[src/rtl/stoch_pkg.sv]
// Shared types and helpers for the stochastic datapath.
// Holds default window size, FSM state enum and bipolar conversion.
package stoch_pkg;

  localparam int WLM_DEF = 8;
  localparam int CNT_W_DEF = WLM_DEF + 1;
  localparam int VAL_W_DEF = WLM_DEF + 2;

  typedef enum logic {
    IDLE  = 1'b0,
    ACCUM = 1'b1
  } state_t;

  // 2*ones - 2^w at full signed width; never overflows for ones <= 2^w
  function automatic logic signed [VAL_W_DEF-1:0] to_bipolar(
    input logic [CNT_W_DEF-1:0] ones,
    input logic [3:0]           w
  );
    logic [VAL_W_DEF-1:0] two_ones;
    logic [VAL_W_DEF-1:0] n;
    two_ones = {ones, 1'b0};
    n = VAL_W_DEF'(1) << w;
    return $signed(two_ones - n);
  endfunction

endpackage

[src/rtl/stoch_win_counter.sv]
// Sample / ones counter pair for one stochastic window.
// Ports: clk, rst_n, clr, en, bit_in, w -> samp_cnt, ones_cnt, last.
module stoch_win_counter #(
  parameter int CW = 9
) (
  input  logic          clk,
  input  logic          rst_n,
  input  logic          clr,
  input  logic          en,
  input  logic          bit_in,
  input  logic [3:0]    w,
  output logic [CW-1:0] samp_cnt,
  output logic [CW-1:0] ones_cnt,
  output logic          last
);

  logic [CW-1:0] n_m1;

  assign n_m1 = (CW'(1) << w) - CW'(1);
  assign last = (samp_cnt == n_m1);

  always_ff @(posedge clk or posedge rst_n) begin
    if (rst_n) begin
      samp_cnt <= '0;
      ones_cnt <= '0;
    end else if (clr) begin
      samp_cnt <= '0;
      ones_cnt <= '0;
    end else if (en) begin
      samp_cnt <= samp_cnt + CW'(1);
      ones_cnt <= ones_cnt + CW'(bit_in);
    end
  end

endmodule

[src/rtl/stoch_stream_decoder.sv]
// Stochastic bitstream to binary decoder over a 2^w sample window.
// Ports: clk, rst_n (async, high), start/win_log2/bipolar/cont config,
//   sn_bit/sn_valid stream in, out_valid/out_ready result handshake,
//   out_ones, out_value, overrun (sticky), busy.
module stoch_stream_decoder
  import stoch_pkg::*;
#(
  parameter int WIN_LOG2_MAX = WLM_DEF
) (
  input  logic                         clk,
  input  logic                         rst_n,
  input  logic                         start,
  input  logic [3:0]                   win_log2,
  input  logic                         bipolar,
  input  logic                         cont,
  input  logic                         sn_bit,
  input  logic                         sn_valid,
  input  logic                         out_ready,
  output logic                         out_valid,
  output logic [WIN_LOG2_MAX:0]        out_ones,
  output logic signed [WIN_LOG2_MAX+1:0] out_value,
  output logic                         overrun,
  output logic                         busy
);

  localparam int CW = WIN_LOG2_MAX + 1;
  localparam int VW = WIN_LOG2_MAX + 2;

  state_t        state;
  state_t        state_nx;
  logic [3:0]    w_clamp;
  logic [3:0]    w_q;
  logic          bipolar_q;
  logic          cont_q;
  logic          take;
  logic          done;
  logic          last;
  logic [CW-1:0] samp_cnt;
  logic [CW-1:0] ones_cnt;
  logic [CW-1:0] ones_fin;
  logic [VW-1:0] value_nx;

  always_comb begin
    w_clamp = win_log2;
    if (win_log2 == 4'd0)
      w_clamp = 4'd1;
    else if (win_log2 > 4'(WIN_LOG2_MAX))
      w_clamp = 4'(WIN_LOG2_MAX);
  end

  assign take = (state == ACCUM) && sn_valid;
  assign done = take && last;

  stoch_win_counter #(
    .CW(CW)
  ) u_cnt (
    .clk      (clk),
    .rst_n    (rst_n),
    .clr      (start || done),
    .en       (take),
    .bit_in   (sn_bit),
    .w        (w_q),
    .samp_cnt (samp_cnt),
    .ones_cnt (ones_cnt),
    .last     (last)
  );

  // the final sample is folded in combinationally so the result
  // is registered on the completing edge itself
  assign ones_fin = ones_cnt + CW'(sn_bit);
  assign value_nx = bipolar_q ? VW'(to_bipolar(ones_fin, w_q))
                              : {1'b0, ones_fin};

  always_ff @(posedge clk or posedge rst_n) begin
    if (rst_n)
      state <= IDLE;
    else
      state <= state_nx;
  end

  always_comb begin
    state_nx = state;
    unique case (state)
      IDLE: begin
        if (start)
          state_nx = ACCUM;
      end
      ACCUM: begin
        if (start)
          state_nx = ACCUM;
        else if (done && !cont_q)
          state_nx = IDLE;
      end
      default: state_nx = IDLE;
    endcase
  end

  always_comb begin
    busy = (state == ACCUM);
  end

  always_ff @(posedge clk or posedge rst_n) begin
    if (rst_n) begin
      w_q       <= 4'd1;
      bipolar_q <= 1'b0;
      cont_q    <= 1'b0;
    end else if (start) begin
      w_q       <= w_clamp;
      bipolar_q <= bipolar;
      cont_q    <= cont;
    end
  end

  always_ff @(posedge clk or posedge rst_n) begin
    if (rst_n) begin
      out_valid <= 1'b0;
      out_ones  <= '0;
      out_value <= '0;
      overrun   <= 1'b0;
    end else begin
      if (start)
        overrun <= 1'b0;
      if (done) begin
        out_valid <= 1'b1;
        out_ones  <= ones_fin;
        out_value <= value_nx;
        if (out_valid && !out_ready)
          overrun <= 1'b1;
      end else if (out_valid && out_ready) begin
        out_valid <= 1'b0;
      end
    end
  end

endmodule

[config.mk]
export PLATFORM = sky130hd
export DESIGN_NAME = stoch_stream_decoder
export DESIGN_NICKNAME = d
export VERILOG_FILES = /design/src/rtl/stoch_pkg.sv /design/src/rtl/stoch_win_counter.sv /design/src/rtl/stoch_stream_decoder.sv
export SDC_FILE = /design/constraint.sdc
export NUM_CORES = 1
export LEC_CHECK = 0
export BUFFER_PORTS_ARGS = -buffer_cell sky130_fd_sc_hd__buf_2
export CAP_MARGIN = 0
export CORE_ASPECT_RATIO = 1.1
export CORE_UTILIZATION = 37
export DETAILED_ROUTE_END_ITERATION = 12
export GPL_TIMING_DRIVEN = 0
export PLACE_DENSITY = 0.6
export SLEW_MARGIN = 20
export SYNTH_ARGS = -nofsm -noshare
export SYNTH_HDL_FRONTEND = slang
export SYNTH_SLANG_ARGS = --single-unit
[constraint.sdc]
create_clock -name clk -period 5.25 [get_ports clk]
set_input_delay 0 -clock clk [delete_from_list [all_inputs] [get_ports clk]]
set_output_delay 0 -clock clk [all_outputs]
set_load 0.005 [all_outputs]
==> flow_summary.yaml, run 1 <==
outcome:
  status: "finished, final reports clean"
yosys:
  synthTopCellsByArea: "dfrtp_1, xnor2_1, mux2_1"
  ys_types: 52
  synth_area_leader_cell: "dfrtp_1"
  synth_fp_nets: 339
  synth_commonest_cells: "dfrtp_1, nand2_1, nor2_1, nor3_1, xnor2_1"
  synth_cells: 314
  synth_flop_cell: "dfrtp_1"
  ys_seq_elements: 46
  synth_warnings: 0
  synth.most_common_cell: "dfrtp_1"
  syn_avg_cell_area_um2: 9.627
  synth_top_area_share_pct: 37.25
  async_flop_share_pct: 100.0
  synth_edf_count: 0
  syn_area_um2: 3023
  yosysSeqAreaShare_pct: 38.12
place:
  io_buffers: 32
  detailed_place_hpwl_um: 5018
  place_congestion: 0.8427
  placedCellCount: 455
worst_setup_path:
  critPathKind: "reg2reg"
  critPathMaxStageDelay_ns: 0.53
  worst-path-max-fanout: 10
  crit_arrival_ns: 3.44
  cp_cell_sequence: "buf_2 -> nor2b_1 -> nand2_1 -> ha_1 -> buf_4 -> and3b_1 -> o21ai_0 -> nand4_1 -> nor2_1 -> nor4b_4 -> buf_6 -> mux2_2"
  slowest_stage: "dfstp_2"
  critPathCaptureType: "flop"
  worstSetupStartpointType: "flop"
  cp.required_ns: 5.45
floorplanning:
  die_area_um2: 8536
  die_y_um: 96.80
  ios: 34
  die_x_um: 88.18
  fp-row-count: 34
  core_um2: 7913
  initial_utilization_pct: 38.20
route:
  ant_nets: 0
  routedWlPerCell_um: 14.59
  dr.first_iter.drc_count: 91
  drt_wl_total_um: 6844
  remaining_drc_errors: 0
  viasPerCell: 5.083
  dr.pass1.iters: 4
  vias: 2384
timing:
  fin_crit_ns: 3.236
  slew_viol_final: 0
  tightest_slew_ns: 0.4889
  setup_tns_ns: 0
  final-setup-viol-count: 0
  timing.fmax_mhz: 309.1
  rsz0062_at_grt: "no"
  maxSlewHeadroom_pct: 66.95
  skew_ns: 0.01121
  fin_crit_sh_pct: 61.63
  hold_viol: 0
power_and_ir_drop:
  leakage_uw: 0.001627
  peakVddDrop_v: 0.0001091
  sequentialPowerShare_pct: 47.1
  swShare_pct: 31.21
  internal-power_uw: 545.8
  power_density_nw_per_um2: 227.2
  p_sw_uw: 247.6
  pwr-share-clk_pct: 29.3
  combPwrFrac_pct: 23.6
clock_tree:
  cts_setup_buffers: 0
  clkSlewWorstSetupHoldPaths_ns: 0.10
  insertion_delay_ns: 0.31
  cts_root_buf: "clkbuf_8"
  cts-buffers-inserted: 5
  htreeDepth: 2
  clock-sinks: 46
  clockBufferDepth: 2
  cts_tree: "built"
global_route:
  antenna_found_initial: 0
  grt_pass1_vias: 2317
  grtUsageTotal_pct: 17.38
  grt-ovfl-total: 0
  grt_pass1_wl_um: 11410
  grt_max_degree: 32
flow_run:
  max-cap-violations: 0
cells_and_area:
  drive_above_1_share_pct: 19.39
  fin_cells: 469
  areaGrowthSynthToFinish_pct: 15.52
  num-fill-cells: 817
  n_antenna_cell: 0
  fin_nets: 385
worst_hold_path:
  hold_path.class: "in2reg"
registers in the layout, indices dropped and copies added (netlist names):
signal	flops
u_cnt.samp_cnt	9
w_q	4
out_valid	1
u_cnt.ones_cnt	9
cont_q	1
bipolar_q	1
overrun	1
out_ones	9
out_value	10
busy	1
layer usage:
layer  vias to the layer above  routed length [um]  track usage [%]
met3                         8                 191            3.072
li1                       1186                   -                -
met5                         -                   0                0
met1                      1144                3253            23.11
met4                         0                 125            5.459
met2                        46                3274            28.28
final cells by class:
| type | count | area [um^2] | area share, % |
|---|---|---|---|
| multi-input cells | 237 | 1722 | 49.30 |
| plain buffers | 19 | 103.9 | 2.974 |
| well taps | 108 | 135.1 | 3.870 |
| clock buffers | 5 | 68.82 | 1.971 |
| clock inverters | 3 | 25.02 | 0.7166 |
| repair buffers | 39 | 240.2 | 6.879 |
| flip-flops and latches | 46 | 1152 | 33.00 |
| inverters | 12 | 45.04 | 1.290 |
worst max-delay path: cells and delay by family, from the launching register on:
kind | cells | cell delay [ns]
AOI/OAI and AO/OA | 1 | 0.17
adders and majority gates | 1 | 0.27
buffers and inverters | 3 | 0.58
DFF | 1 | 0.53
muxes | 1 | 0.34
and+or+nand+nor | 6 | 1.22
metrics by stage:
step / setup WS, ns / hold WS (ns) / total power [uW] / area [um^2] / utilization (%)
after floorplan: 2.488 / 0.09258 / 519.9 / 3023 / -
after global placement: 2.114 / 0.2170 / 558.5 / 3318 / 41.94
after detailed placement: 2.022 / 0.007743 / 564.6 / 3338 / 42.19
after CTS: 1.987 / 0.002211 / 805.9 / 3492 / 44.13
after global routing: 1.844 / 0.02286 / 841.9 / 3492 / 44.13
final: 2.014 / 0.003027 / 793.4 / 3492 / 44.13
kinds of logic after synthesis:
logic type	Yosys count	share of synthesized area, %
DFF	46	38.12
and+or+nand+nor	115	19.62
xor gates and xnor gates	34	10.31
muxes	28	10.18
buffers and inverters	31	4.925
AOI/OAI and AO/OA	47	11.22
adders and majority gates	13	5.629
worst paths after layout:
path                               from            to  slack, ns  cells after the start
max                              w_q[0]  out_value[7]       2.01                     12
min                         win_log2[0]        w_q[0]      0.003                      3
max reg2reg                      w_q[0]  out_value[7]       2.01                     12
min reg2reg                out_value[4]  out_value[4]       0.49                      1
max in group asynchronous         rst_n  out_value[6]       4.55                      4
min in group asynchronous         rst_n        cont_q       0.21                      3
repair_timing:
action / in CTS / in global routing
endpoints found under the setup margin: 0 / 0
resized for setup: 0 / 0
hold endpoints to repair: 20 / 0
hold buffers: 6 / 0
placed cells by master, fill, tap and decap left out, types with 6 or more instances in the layout:
master / n
a21oi_1: 7
mux2_2: 6
nor2b_1: 9
nand3_1: 10
dlygate4sd3_1: 6
clkbuf_1: 9
dfrtp_1: 45
mux2_1: 16
inv_1: 10
buf_2: 37
ha_1: 12
nand2_1: 28
xnor2_1: 21
xor2_1: 12
nor3_1: 21
nor2_1: 21
o21ai_0: 12
mux2i_1: 6
power groups by stage:
stage	combinational, uW	clock [uW]	sequential (uW)
after floorplan	141	0	379
after global placement	178	0	380
after detailed placement	184	0	381
after CTS	188	244	374
after global routing	209	257	376
final	187	232	374
Power figures use the tool's default switching activity.
==> run 2: changes to the inputs <==
Clock period 5.25 ns to 3.08 ns, I/O delays scaled along.
==> run 2 against run 1 <==
  * Sequential power increased by 71%
  * Sequential share of layout area decreased by 0.84 points
  * Combinational power increased by 75%
  * Worst hold slack about the same
  * Wire length increased by 3.1%
  * Critical endpoint is now out_ones[3]
==> flow_summary.yaml, run 2 (same netlist as run 1, synthesis figures left out) <==
cells_and_area:
  regArea_um2: 1154
  areaGrowthSynthToFinish_pct: 18.67
  num-fill-cells: 807
  fin_cells: 475
  fin_nets: 391
  top_register: "out_value"
  layout_common_cells: "dfrtp_1, buf_2, nand2_1"
  largest_register_ffs: 10
  final_common_cell: "dfrtp_1"
  drive_above_1_share_pct: 22.62
  multiInputGateArea_um2: 1763
  n_antenna_cell: 0
worst_hold_path:
  hold_path.class: "in2reg"
  hp-start: "win_log2[0]"
clock_tree:
  cts_tree: "built"
  clock-sinks: 46
  clkSlewWorstSetupHoldPaths_ns: 0.10
  cts_root_buf: "clkbuf_8"
  cts-buffers-inserted: 5
  insertion_delay_ns: 0.31
  clockBufferDepth: 2
  htreeDepth: 2
global_route:
  grt_pass1_vias: 2329
  grt_max_degree: 32
  grt-ovfl-total: 0
  grt_pass1_wl_um: 11580
  grtUsageTotal_pct: 17.68
  antenna_found_initial: 0
power_and_ir_drop:
  total_power_uw: 1368
  leakage_uw: 0.001670
  peakVddDrop_v: 0.0001893
  power_density_nw_per_um2: 381.3
worst_setup_path:
  worstSetupStartpointType: "flop"
  crit_arrival_ns: 3.17
  cp.required_ns: 3.29
  rr_worst_depth: 13
  rr_endpoint: "out_ones[3]"
  rrSetupSlack_ns: 0.11
  critPathCaptureType: "flop"
  critPathKind: "reg2reg"
  crit_start: "w_q[3]"
  critPathCapture: "out_ones[3]"
  worst-path-max-fanout: 10
  r2r-start: "w_q[3]"
route:
  viasPerCell: 5.145
  dr.first_iter.drc_count: 122
  dr.pass1.iters: 4
  ant_nets: 0
  vias: 2444
  drt_wl_total_um: 7058
  remaining_drc_errors: 0
  routedWlPerCell_um: 14.86
timing:
  slew_viol_final: 0
  maxSlewHeadroom_pct: 65.88
  whs_ns: 0.002966
  setup_slack_ns: 0.1125
  tightest_slew_ns: 0.5046
  fin_crit_sh_pct: 96.35
  final-setup-viol-count: 0
  hold_viol: 0
  fin_crit_ns: 2.967
  skew_ns: 0.009516
  timing.fmax_mhz: 337.0
floorplanning:
  initial_utilization_pct: 38.20
  die_area_um2: 8536
  ios: 34
  die_x_um: 88.18
  core_um2: 7913
  die_y_um: 96.80
  fp-row-count: 34
place:
  place_congestion: 0.8427
  io_buffers: 32
  detailed_place_hpwl_um: 5018
  placedCellCount: 455
  dp_worst_setup_slack_ns: -0.1480
outcome:
  status: "finished, final reports clean"
flow_run:
  max-cap-violations: 0
## run 2: cell type report
cell class	instances	area share [%]
timing repair buffer	46	8.162
buffer	18	2.895
tap	108	3.767
inverter	12	1.256
sequential	46	32.16
clock buffer	5	1.918
clock inverter	3	0.6976
multi-input combinational	237	49.15
## run 2: timing repair
item                                    CTS  global route
hold endpoints to repair                 20             0
resized for setup                         4             8
endpoints found under the setup margin   38            39
setup buffers                             2             4
hold buffers                              6             0
cloned                                    1             0
## run 2: worst min path at each step
stage	endpoint	cells after the start	slack, ns
finish	w_q[0]	3	0.003
global route	w_q[0]	3	0.02
CTS	w_q[0]	3	0.002
detailed placement	u_cnt.samp_cnt[3]	2	0.008
global placement	w_q[2]	2	0.22
floorplan	w_q[2]	1	0.09
## run 2: power by group
part           total [uW]  internal [uW]  leakage (uW)  switching (uW)
Clock                 399            164     0.0000447             235
Sequential            641            623      0.000617            18.1
Combinational         327            151       0.00101             176
Total                1370            938       0.00167             429
## run 2: metal layers
metal	share of wire (%)	GRT usage, %	vias to the layer above
met4	1.6	5.459	0
met1	47	23.70	1172
li1	-	-	1206
met3	3.5	3.072	10
met2	48	28.64	56
met5	0	0	-
## run 2: worst max-delay path, stage by stage, from the launching register on
cell,delay [ns]
dfrtp_2,0.47
clkbuf_4,0.21
nor2b_4,0.15
nand2_1,0.12
ha_2,0.23
buf_4,0.17
and3b_1,0.18
o21ai_0,0.17
nand4_1,0.15
nor2_1,0.14
nor4b_4,0.20
buf_4,0.18
buf_6,0.16
mux2_1,0.33
## run 2: stage by stage
stage | cell area [um^2] | TNS [ns] | util (%)
CTS | 3525 | 0 | 44.54
floorplan | 3023 | 0 | -
detailed placement | 3338 | -3.498 | 42.19
global placement | 3318 | -0.6366 | 41.94
finish | 3587 | 0 | 45.34
global route | 3587 | -0.1183 | 45.34
